==> config.mk <==
export PLATFORM = sky130hd
export DESIGN_NAME = fetch_ctrl
export DESIGN_NICKNAME = d
export VERILOG_FILES = /design/src/rtl/fetch_pkg.sv /design/src/rtl/fetch_hold_buf.sv /design/src/rtl/fetch_ctrl.sv
export SDC_FILE = /design/constraint.sdc
export NUM_CORES = 1
export LEC_CHECK = 0
export ABC_AREA = 1
export CORE_MARGIN = 8
export CORE_UTILIZATION = 45
export DETAILED_ROUTE_END_ITERATION = 6
export GPL_TIMING_DRIVEN = 0
export PLACE_DENSITY = 0.83
export SLEW_MARGIN = 10
export SYNTH_ARGS = -nofsm -noshare
export SYNTH_HDL_FRONTEND = slang
export SYNTH_SLANG_ARGS = --single-unit
==> constraint.sdc <==
create_clock -name clk -period 2.1 [get_ports clk]
set_input_delay 0.42 -clock clk [delete_from_list [all_inputs] [get_ports clk]]
set_output_delay 0.42 -clock clk [all_outputs]
set_load 0.1 [all_outputs]
==> src/rtl/fetch_pkg.sv <==
// rtl/fetch_pkg.sv - shared state encoding and default widths for the fetch controller
package fetch_pkg;

    localparam int          FETCH_ADDR_W    = 16;
    localparam int          FETCH_DATA_W    = 16;
    localparam logic [15:0] FETCH_NOP_INSTR = 16'h0800;

    typedef enum logic [2:0] {
        ST_REQ    = 3'd0,
        ST_WAIT   = 3'd1,
        ST_DRAIN  = 3'd2,
        ST_HOLD   = 3'd3,
        ST_HALTED = 3'd4
    } fetch_state_t;

endpackage

==> src/rtl/fetch_hold_buf.sv <==
// rtl/fetch_hold_buf.sv - one-entry instruction word + pc buffer used while decode stalls
module fetch_hold_buf
    import fetch_pkg::*;
#(
    parameter int ADDR_W = FETCH_ADDR_W,
    parameter int DATA_W = FETCH_DATA_W
) (
    input  logic              clk,
    input  logic              rst,
    input  logic              load,
    input  logic              clear,
    input  logic [DATA_W-1:0] data_in,
    input  logic [ADDR_W-1:0] pc_in,
    output logic [DATA_W-1:0] data_out,
    output logic [ADDR_W-1:0] pc_out,
    output logic              valid
);

    logic [DATA_W-1:0] data_q, data_d;
    logic [ADDR_W-1:0] pc_q, pc_d;
    logic              valid_q, valid_d;

    // Clear wins over load so a redirect always empties the buffer
    always_comb begin
        data_d  = data_q;
        pc_d    = pc_q;
        valid_d = valid_q;
        if (clear) begin
            valid_d = 1'b0;
        end else if (load) begin
            data_d  = data_in;
            pc_d    = pc_in;
            valid_d = 1'b1;
        end
    end

    // Buffer storage
    always_ff @(posedge clk or negedge rst) begin
        if (!rst) begin
            data_q  <= '0;
            pc_q    <= '0;
            valid_q <= 1'b0;
        end else begin
            data_q  <= data_d;
            pc_q    <= pc_d;
            valid_q <= valid_d;
        end
    end

    assign data_out = data_q;
    assign pc_out   = pc_q;
    assign valid    = valid_q;

endmodule

==> src/rtl/fetch_ctrl.sv <==
// rtl/fetch_ctrl.sv - instruction fetch controller (optional perf counters: FETCH_PERF_EN)
module fetch_ctrl
    import fetch_pkg::*;
#(
    parameter int                ADDR_W    = FETCH_ADDR_W,
    parameter int                DATA_W    = FETCH_DATA_W,
    parameter logic [DATA_W-1:0] NOP_INSTR = DATA_W'(FETCH_NOP_INSTR)
) (
    input  logic              clk,
    input  logic              rst,
    input  logic [ADDR_W-1:0] pc_addr,
    input  logic              flush,
    input  logic              halt,
    input  logic              dec_stall,
    output logic [ADDR_W-1:0] mem_addr,
    output logic              mem_rd,
    input  logic [DATA_W-1:0] mem_data,
    input  logic              mem_done,
    input  logic              mem_stall,
    output logic [DATA_W-1:0] instr,
    output logic [ADDR_W-1:0] instr_pc,
    output logic              instr_valid,
    output logic              pc_stall,
    output logic              err,
    output logic [15:0]       perf_fetch_cnt,
    output logic [15:0]       perf_stall_cnt
);

    fetch_state_t      state_q, state_d;
    logic [DATA_W-1:0] instr_q, instr_d;
    logic [ADDR_W-1:0] instr_pc_q, instr_pc_d;
    logic              instr_valid_q, instr_valid_d;
    logic [ADDR_W-1:0] req_pc_q, req_pc_d;
    logic              err_q, err_d;

    logic              mem_rd_c;
    logic              taken;
    logic              pc_stall_c;
    logic              deliver;
    logic              hb_load, hb_clear, hb_valid;
    logic [DATA_W-1:0] hb_data;
    logic [ADDR_W-1:0] hb_pc;

    fetch_hold_buf #(
        .ADDR_W (ADDR_W),
        .DATA_W (DATA_W)
    ) u_hold_buf (
        .clk      (clk),
        .rst      (rst),
        .load     (hb_load),
        .clear    (hb_clear),
        .data_in  (mem_data),
        .pc_in    (req_pc_q),
        .data_out (hb_data),
        .pc_out   (hb_pc),
        .valid    (hb_valid)
    );

    // Request issue: only from REQ, and only when decode can take the result and no halt is pending
    always_comb begin
        mem_rd_c = rst && (state_q == ST_REQ) && !dec_stall && !halt;
        taken    = mem_rd_c && !mem_stall;
    end

    // Next-state, output-register and PC-stall decisions; redirect dominates except when halted
    always_comb begin
        state_d       = state_q;
        instr_d       = instr_q;
        instr_pc_d    = instr_pc_q;
        instr_valid_d = instr_valid_q;
        req_pc_d      = mem_rd_c ? pc_addr : req_pc_q;
        err_d         = err_q;
        hb_load       = 1'b0;
        hb_clear      = 1'b0;
        pc_stall_c    = 1'b1;
        deliver       = 1'b0;

        // Completion for a read we never asked for, or while we cannot accept one
        if (mem_done && ((state_q == ST_HOLD) || (state_q == ST_HALTED) ||
                         ((state_q == ST_REQ) && !mem_rd_c))) begin
            err_d = 1'b1;
        end

        if (flush && (state_q != ST_HALTED)) begin
            pc_stall_c    = 1'b0;
            instr_valid_d = 1'b0;
            instr_d       = NOP_INSTR;
            hb_clear      = 1'b1;
            case (state_q)
                ST_REQ:   state_d = (taken && !mem_done) ? ST_DRAIN : ST_REQ;
                ST_WAIT:  state_d = mem_done ? ST_REQ : ST_DRAIN;
                ST_DRAIN: state_d = mem_done ? ST_REQ : ST_DRAIN;
                ST_HOLD:  state_d = ST_REQ;
                default:  state_d = state_q;
            endcase
        end else begin
            // Decode consumed whatever it had; show NOP unless something new lands below
            if (!dec_stall) begin
                instr_valid_d = 1'b0;
                instr_d       = NOP_INSTR;
            end
            case (state_q)
                ST_REQ: begin
                    if (taken) begin
                        if (mem_done) begin
                            pc_stall_c    = 1'b0;
                            instr_d       = mem_data;
                            instr_pc_d    = pc_addr;
                            instr_valid_d = 1'b1;
                            deliver       = 1'b1;
                        end else begin
                            state_d = ST_WAIT;
                        end
                    end else if (halt) begin
                        state_d = ST_HALTED;
                    end
                end
                ST_WAIT: begin
                    if (mem_done) begin
                        pc_stall_c = 1'b0;
                        if (!dec_stall) begin
                            instr_d       = mem_data;
                            instr_pc_d    = req_pc_q;
                            instr_valid_d = 1'b1;
                            deliver       = 1'b1;
                            state_d       = halt ? ST_HALTED : ST_REQ;
                        end else begin
                            hb_load = 1'b1;
                            state_d = ST_HOLD;
                        end
                    end
                end
                ST_DRAIN: begin
                    if (mem_done) begin
                        state_d = ST_REQ;
                    end
                end
                ST_HOLD: begin
                    if (!dec_stall) begin
                        instr_d       = hb_data;
                        instr_pc_d    = hb_pc;
                        instr_valid_d = hb_valid;
                        deliver       = hb_valid;
                        hb_clear      = 1'b1;
                        state_d       = halt ? ST_HALTED : ST_REQ;
                    end
                end
                ST_HALTED: begin
                    instr_valid_d = 1'b0;
                    instr_d       = NOP_INSTR;
                end
                default: state_d = ST_REQ;
            endcase
        end
    end

    // Controller state and registered decode-side outputs
    always_ff @(posedge clk or negedge rst) begin
        if (!rst) begin
            state_q       <= ST_REQ;
            instr_q       <= NOP_INSTR;
            instr_pc_q    <= '0;
            instr_valid_q <= 1'b0;
            req_pc_q      <= '0;
            err_q         <= 1'b0;
        end else begin
            state_q       <= state_d;
            instr_q       <= instr_d;
            instr_pc_q    <= instr_pc_d;
            instr_valid_q <= instr_valid_d;
            req_pc_q      <= req_pc_d;
            err_q         <= err_d;
        end
    end

    assign mem_rd      = mem_rd_c;
    assign mem_addr    = mem_rd_c ? pc_addr : req_pc_q;
    assign pc_stall    = !rst || pc_stall_c;
    assign instr       = instr_q;
    assign instr_pc    = instr_pc_q;
    assign instr_valid = instr_valid_q;
    assign err         = err_q;

`ifdef FETCH_PERF_EN
    logic [15:0] perf_fetch_q, perf_fetch_d;
    logic [15:0] perf_stall_q, perf_stall_d;
    logic        stall_cnt_en;

    // Wrapping event counters: delivered instructions and non-halted PC stall cycles
    always_comb begin
        stall_cnt_en = pc_stall && (state_q != ST_HALTED);
        perf_fetch_d = perf_fetch_q + {15'd0, deliver};
        perf_stall_d = perf_stall_q + {15'd0, stall_cnt_en};
    end

    // Counter storage
    always_ff @(posedge clk or negedge rst) begin
        if (!rst) begin
            perf_fetch_q <= '0;
            perf_stall_q <= '0;
        end else begin
            perf_fetch_q <= perf_fetch_d;
            perf_stall_q <= perf_stall_d;
        end
    end

    assign perf_fetch_cnt = perf_fetch_q;
    assign perf_stall_cnt = perf_stall_q;
`else
    logic unused_deliver;
    assign unused_deliver = deliver;
    assign perf_fetch_cnt = 16'd0;
    assign perf_stall_cnt = 16'd0;
`endif

endmodule
==> results.md, run 1 <==
- Die height: 119 um
- Placed cell count: 888
- Area grow syn2layout: 43.6%
- H-tree depth: 3
- Status: finished with violations
- Period utilization: 1.10
- WS Path Type: register to output pin
- VDD IR max: 1.11 mV
- Seq/Total Area, Yosys: 0.455
- Syn avg cell area: 7.50 um2
- Hold WC Path Type: input port to asynchronous set/reset pin
- Slew headroom: 0.267
- Router iterations before antenna repair: 5
- GRT Util Overall: 0.211
- Final layout net count: 833
- Post-synth cell types: 29
- Final hold violation count: 0
- Slew @ Worst Pin: 1.10 ns
- Ys async rst share: 1.00
- Final Critical Period: 2.31 ns
- First-pass GRT wire length: 24.5 mm
- Cells after Synth: 631
- Critical path required time: 1.68 ns
- Post-route ant nets: 0
- Total grt overflow: 0
- Via density per instance: 5.28
- DR vias: 4930
- Die footprint: 14000 um2
- MaxCap Viol Count: 0
- Root buffer cell: clkbuf_8
- Fraction of the mapped netlist area in simple logic gates: 0.258
- Total Power: 8.53 mW
- IO Count: 123
- Worst-path maximum fanout: 7
- Synth Area in XOR/XNOR: 0
- CTS sink cnt: 86
- Primary FF master, synth: dfrtp_1
- Hpwl dp: 10.6 mm
- Cell Rows: 37
- Clk_lat worst skew: 0.37 ns
- DRT Wirelength: 15.4 mm
- Startpoint types: register
- Post-synthesis mux area share: 0.00238
- Clock Path Buffers: 2
- Most frequent cells after synthesis: nand2_1, dfrtp_1, o21ai_0
- RSZ-0062 raised after global routing: true
- Cell Pwr Density: 1250 nW/um2
- Synth top area share: 0.450
- Yosys warns: 0
- TritonCTS clock tree: built
- Failing checks: negative setup slack
- Synth Area in Compound Gates: 0.151
- Number of port buffers: 89
- Share of cells above drive strength 1: 0.217
- Combinational family with the most area after synthesis: simple AND/OR/NAND/NOR gates
- Fillers: 846
- Min Hold Slack: 0.139 ns
- DRC viols: 0
- Final Non-Filler Cells: 934
- Post-Syn Area: 4730 um2
- N_diodes: 0
- Crit path DAT: 1.89 ns
- CTS buffer count: 9
- Final Max Tran Viols: 0
- Post-synthesis adder-cell area fraction: 0
- F_max: 0.433 GHz
- Setup ws final: -0.208 ns
- Synth area leaders: dfrtp_1, nand2_1, o21ai_0
- Leak pwr: 3.53 nW
- Initial Util: 0.460
- Routability cong.: 0.958
- DIE WIDTH: 119 um
- Post-synth EDFFs: 0
- Post-DR wirelength/cell: 16.4 um
- Initial antenna violation count: 0
- Worst-path clk slew: 0.09 ns
- Largest net degree at the start of global routing: 61
- Crit end category: output pin
- Setup violators final: 18
- FF+latch count, synth: 86
- Core Region: 10300 um2
- Clock skew: 0.00844 ns
- Vias in the first global route: 4931
- Post-synth top area cell: dfrtp_1
- Pre-CTS WS: -1.80 ns
- Count leader, synth: nand2_1
- Initial DRC Count: 527
==> worst paths after layout <==
kind | cells past startpoint | start | slack (ns) | to
worst min register to register | 2 | u_hold_buf.pc_out[15] | 0.49 | u_hold_buf.pc_out[15]
worst min-delay path | 2 | rst | 0.14 | instr_pc[10]
max in group asynchronous | 2 | rst | 0.44 | state_q[1]
worst max-delay path | 9 | state_q[0] | -0.21 | pc_stall
min in group clk | 2 | u_hold_buf.pc_out[15] | 0.49 | u_hold_buf.pc_out[15]
worst max register to register | 8 | state_q[2] | 0.13 | u_hold_buf.data_out[12]
==> through the flow <==
step                 util  cell area (um2)  setup TNS, ns
floorplan               -             5000         -0.812
global placement    0.590             6060        -484.72
detailed placement  0.592             6090         -41.86
CTS                 0.647             6650          -3.20
global route        0.661             6800          -4.04
finish              0.661             6800          -2.64
==> per-layer routing <==
| metal | global-route usage | vias to the layer above | share of wire | routed length [um] |
|---|---|---|---|---|
| li1 | - | 2288 | - | - |
| met1 | 0.258 | 2325 | 0.40 | 6220 |
| met5 | 0 | - | 0 | 0 |
| met3 | 0.0519 | 37 | 0.087 | 1330 |
| met4 | 0.0735 | 0 | 0.019 | 284 |
| met2 | 0.355 | 280 | 0.49 | 7520 |
==> timing repair <==
| item | in CTS | in global routing |
|---|---|---|
| hold buffers | 2 | 0 |
| setup endpoints to repair | 52 | 24 |
| buffers inserted | 13 | 16 |
| pin swaps | 4 | 3 |
| endpoints found under the hold margin | 5 | 0 |
| gates resized for setup | 224 | 9 |
| cloned | 1 | 0 |
==> cell usage in the layout (no fill, tap or decap), types with 18 or more instances in the layout <==
| cell type | n |
|---|---|
| a21oi_1 | 37 |
| buf_12 | 18 |
| buf_4 | 61 |
| clkdlybuf4s50_1 | 34 |
| conb_1 | 32 |
| dfrtp_1 | 82 |
| dlygate4sd2_1 | 34 |
| inv_1 | 49 |
| nand2_1 | 183 |
| nand3_1 | 38 |
| nor2_1 | 36 |
| o21ai_0 | 54 |
| o21ai_1 | 28 |
==> cell families after synthesis <==
group / after synthesis
AO/OA/AOI/OAI: 141
buffers and inverters: 119
flip-flops: 86
multiplexers: 1
other: 1
AND/OR/NAND/NOR: 283
==> where the power goes <==
part / switching [mW] / total, mW / leakage, nW / internal, mW
logic: 3.73 / 5.07 / 2.33 / 1.34
registers: 0.200 / 2.26 / 1.11 / 2.06
clock network: 0.642 / 1.20 / 0.0976 / 0.556
total: 4.58 / 8.53 / 3.53 / 3.95
==> worst max-delay path: stages, from the launching register on <==
cell     delay [ns]
dfrtp_2        0.45
nor2_4         0.15
nand2_4        0.09
nor2_8         0.20
nand2_4        0.09
nand2_4        0.08
nand2_2        0.05
a21oi_2        0.16
o21ai_4        0.07
buf_12         0.17
==> registers in the layout (all words and copies together), names as in the netlist <==
name	flops
instr	16
instr_valid	1
u_hold_buf.pc_out	16
instr_pc	16
req_pc_q	16
err	1
u_hold_buf.data_out	16
u_hold_buf.valid	1
state_q	3
==> area by class of cell <==
class	instances	area [um2]	area share
repair buffers	122	1330	0.196
well taps	136	170	0.0250
inverters	57	224	0.0330
flip-flops and latches	86	2160	0.317
multi-input cells	457	2260	0.333
plain buffers	61	458	0.0674
clock buffers	9	124	0.0182
clock inverters	6	71.3	0.0105
No activity file was read; power rests on OpenSTA's default activity.
==> run 2: changes to the inputs <==
--- a/config.mk
+++ b/config.mk
@@ -9,7 +9,7 @@
 export CORE_MARGIN = 8
 export CORE_UTILIZATION = 45
 export DETAILED_ROUTE_END_ITERATION = 6
-export GPL_TIMING_DRIVEN = 0
+export HOLD_SLACK_MARGIN = 0.06
 export PLACE_DENSITY = 0.83
 export SLEW_MARGIN = 10
 export SYNTH_ARGS = -nofsm -noshare
==> results.md, run 2 (synthesis gave the netlist of run 1 again) <==
- Vias in the first global route: 4742 (-3.8%)
- Clock network power share: 0.134 (-0.006)
- CP max stage cell: dfrtp_1
- Hpwl dp: 9.77 mm (-7.5%)
- Startpoint types: register
- Slew headroom: 0.301 (+0.0337)
- DR vias: 4586 (-7.0%)
- MaxCap Viol Count: 0 (unchanged)
- Sw Share: 0.541 (+0.00401)
- Clock Path Buffers: 2 (unchanged)
- Total Power: 8.48 mW (-0.58%)
- Die footprint: 14000 um2 (unchanged)
- Die height: 119 um (unchanged)
- Cell breakdown of the critical path: nor2_4, nand2_4, nor2_8, buf_12, nand2_1, o21ai_2, buf_12
- Cell Pwr Density: 1310 nW/um2 (+4.6%)
- Root buffer cell: clkbuf_8
- Delay-heaviest family, CP: simple AND/OR/NAND/NOR gates
- Worst path buffer plus inverter count: 2 (+1)
- F_max: 0.454 GHz (+4.9%)
- GRT Util Overall: 0.201 (-0.00952)
- Leak pwr: 3.25 nW (-8.0%)
- Crit end category: output pin
- Number of port buffers: 90 (+1.1%)
- N_diodes: 0 (unchanged)
- CP max stage delay: 0.42 ns (-0.03 ns)
- Initial DRC Count: 433 (-18%)
- Setup tns final: -1.55 ns (+1.09 ns)
- P_int: 3.90 mW (-1.4%)
- Via density per instance: 5.17 (-2.0%)
- Final hold violation count: 0 (unchanged)
- Met3 usage: 0.0481 (-0.00381)
- Reg power frac: 0.266 (about the same)
- TritonCTS clock tree: built
- H-tree depth: 3 (unchanged)
- Final Max Tran Viols: 0 (unchanged)
- Top Usage Layer GRT: met2
- Period utilization: 1.05 (-0.0509)
- Most used cell along the critical path: buf_12
- Setup violators final: 18 (unchanged)
- Worst-path maximum fanout: 18 (+11)
- Post-DR wirelength/cell: 16.1 um (-2.3%)
- Cell Rows: 37 (unchanged)
- First-pass GRT wire length: 23.6 mm (-3.7%)
- Setup ws final: -0.101 ns (+0.107 ns)
- Status: finished with violations
- Startpoint of the worst hold path: err
- IO Count: 123 (unchanged)
- Clock skew: 0.0138 ns (+0.00541 ns)
- Crit path DAT: 1.78 ns (-0.11 ns)
- Routing usage on met2: 0.340 (-0.0148)
- Fillers: 871 (+3.0%)
- DRT Wirelength: 14.2 mm (-7.2%)
- Commonest non-fill, non-tap cells in the layout: nand2_1, dfrtp_1, buf_4
- Clk_lat worst skew: 0.36 ns (about the same)
- WS Path Type: register to output pin
- Share of cells above drive strength 1: 0.213 (-0.00374)
- Final layout net count: 785 (-5.8%)
- Final Critical Period: 2.20 ns (-0.107 ns)
- Worst-path clk slew: 0.09 ns (about the same)
- VDD IR max: 0.939 mV (-15%)
- Area grow syn2layout: 36.5%
- Combinational power share: 0.600 (+0.005)
- Net Switching: 4.58 mW (+0.17%)
- RSZ-0062 raised after global routing: true
- Pre-CTS WS: -0.285 ns (+1.51 ns)
- Initial Util: 0.460 (unchanged)
- Failing checks: negative setup slack
- Most common cell after layout, fill and taps aside: nand2_1
- Core Region: 10300 um2 (unchanged)
- Router iterations before antenna repair: 5 (unchanged)
- CP startpoint: state_q[1]
- DIE WIDTH: 119 um (unchanged)
- Worst r2r src: state_q[1]
- DRC viols: 0 (unchanged)
- FF-to-FF setup slack: 0.12 ns (about the same)
- Initial antenna violation count: 0 (unchanged)
- Slew @ Worst Pin: 1.05 ns (-0.0469 ns)
- Final core utilization: 0.628 (-0.0329)
- Post-route ant nets: 0 (unchanged)
- Routability cong.: 0.902 (-5.8%)
- Hold WC Path Type: register to register
- GR Layer Usage met1: 0.251 (-0.00686)
- Total grt overflow: 0 (unchanged)
- Largest net degree at the start of global routing: 83 (+36%)
- CTS sink cnt: 86 (unchanged)
- CTS buffer count: 9 (unchanged)
- Critical path required time: 1.68 ns (about the same)
-- run 2: cell types whose count changed in the layout (fill, tap and decap cells not counted), moves of 4 or more --
cell | previous run | this run
buf_6 | 8 | 1
dlygate4sd2_1 | 34 | 2
buf_4 | 61 | 71
buf_12 | 18 | 22
buf_2 | 14 | 0
-- run 2: worst reg2reg max path: stages (launching register included) --
cell and delay (ns):
dfrtp_1 0.42, nor2_4 0.17, nand2_4 0.09, nor2_8 0.17
buf_12 0.14, buf_16 0.16, buf_4 0.15, nand3_4 0.09
buf_4 0.19, nand2_1 0.07, nand3_1 0.09, a21oi_1 0.15
-- run 2: worst paths after layout --
kind / to / cells after the start
max: mem_addr[4] / 7
min: err / 1
max reg2reg: instr[15] / 11
min reg2reg: err / 1
max in group asynchronous: u_hold_buf.data_out[6] / 4
min in group asynchronous: state_q[0] / 3
-- run 2: what timing repair did --
action                                  4_1_cts  5_1_grt
hold buffers                                  1        0
endpoints found under the hold margin         4        0
pin swaps                                    12        4
buffers inserted                              7        4
resized for setup                            16        6
endpoints found under the setup margin       18       38
cloned                                        2        0
-- run 2: cell type report --
type	count	area, um2	share of cell area
Clock buffer	10	138	0.0213
Clock inverter	6	50.0	0.00775
Inverter	57	219	0.0339
Multi-Input combinational cell	457	2280	0.353
Sequential cell	86	2160	0.334
Tap cell	136	170	0.0264
Timing Repair Buffer	135	1450	0.224
-- run 2: per-stage QoR --
stage	instances	area (um2)	hold WS, ns
final	887	6460	0.483
after floorplan	662	5000	0.124
after global placement	857	6020	0.370
after detailed placement	857	6020	0.358
after global routing	887	6460	0.524
after CTS	883	6400	0.492
-- run 2: metal layers --
layer	wire length [um]	up-vias
met5	0	-
met4	249	0
met3	975	25
met2	6930	195
met1	6080	2171
li1	-	2195
-- run 2: power by group through the flow --
stage / combinational, mW / clock [mW] / sequential, mW
global placement: 4.90 / 0 / 2.26
finish: 5.09 / 1.13 / 2.26
CTS: 5.09 / 1.16 / 2.25
detailed placement: 4.97 / 0 / 2.29
global route: 5.28 / 1.24 / 2.29
floorplan: 2.32 / 0 / 3.50
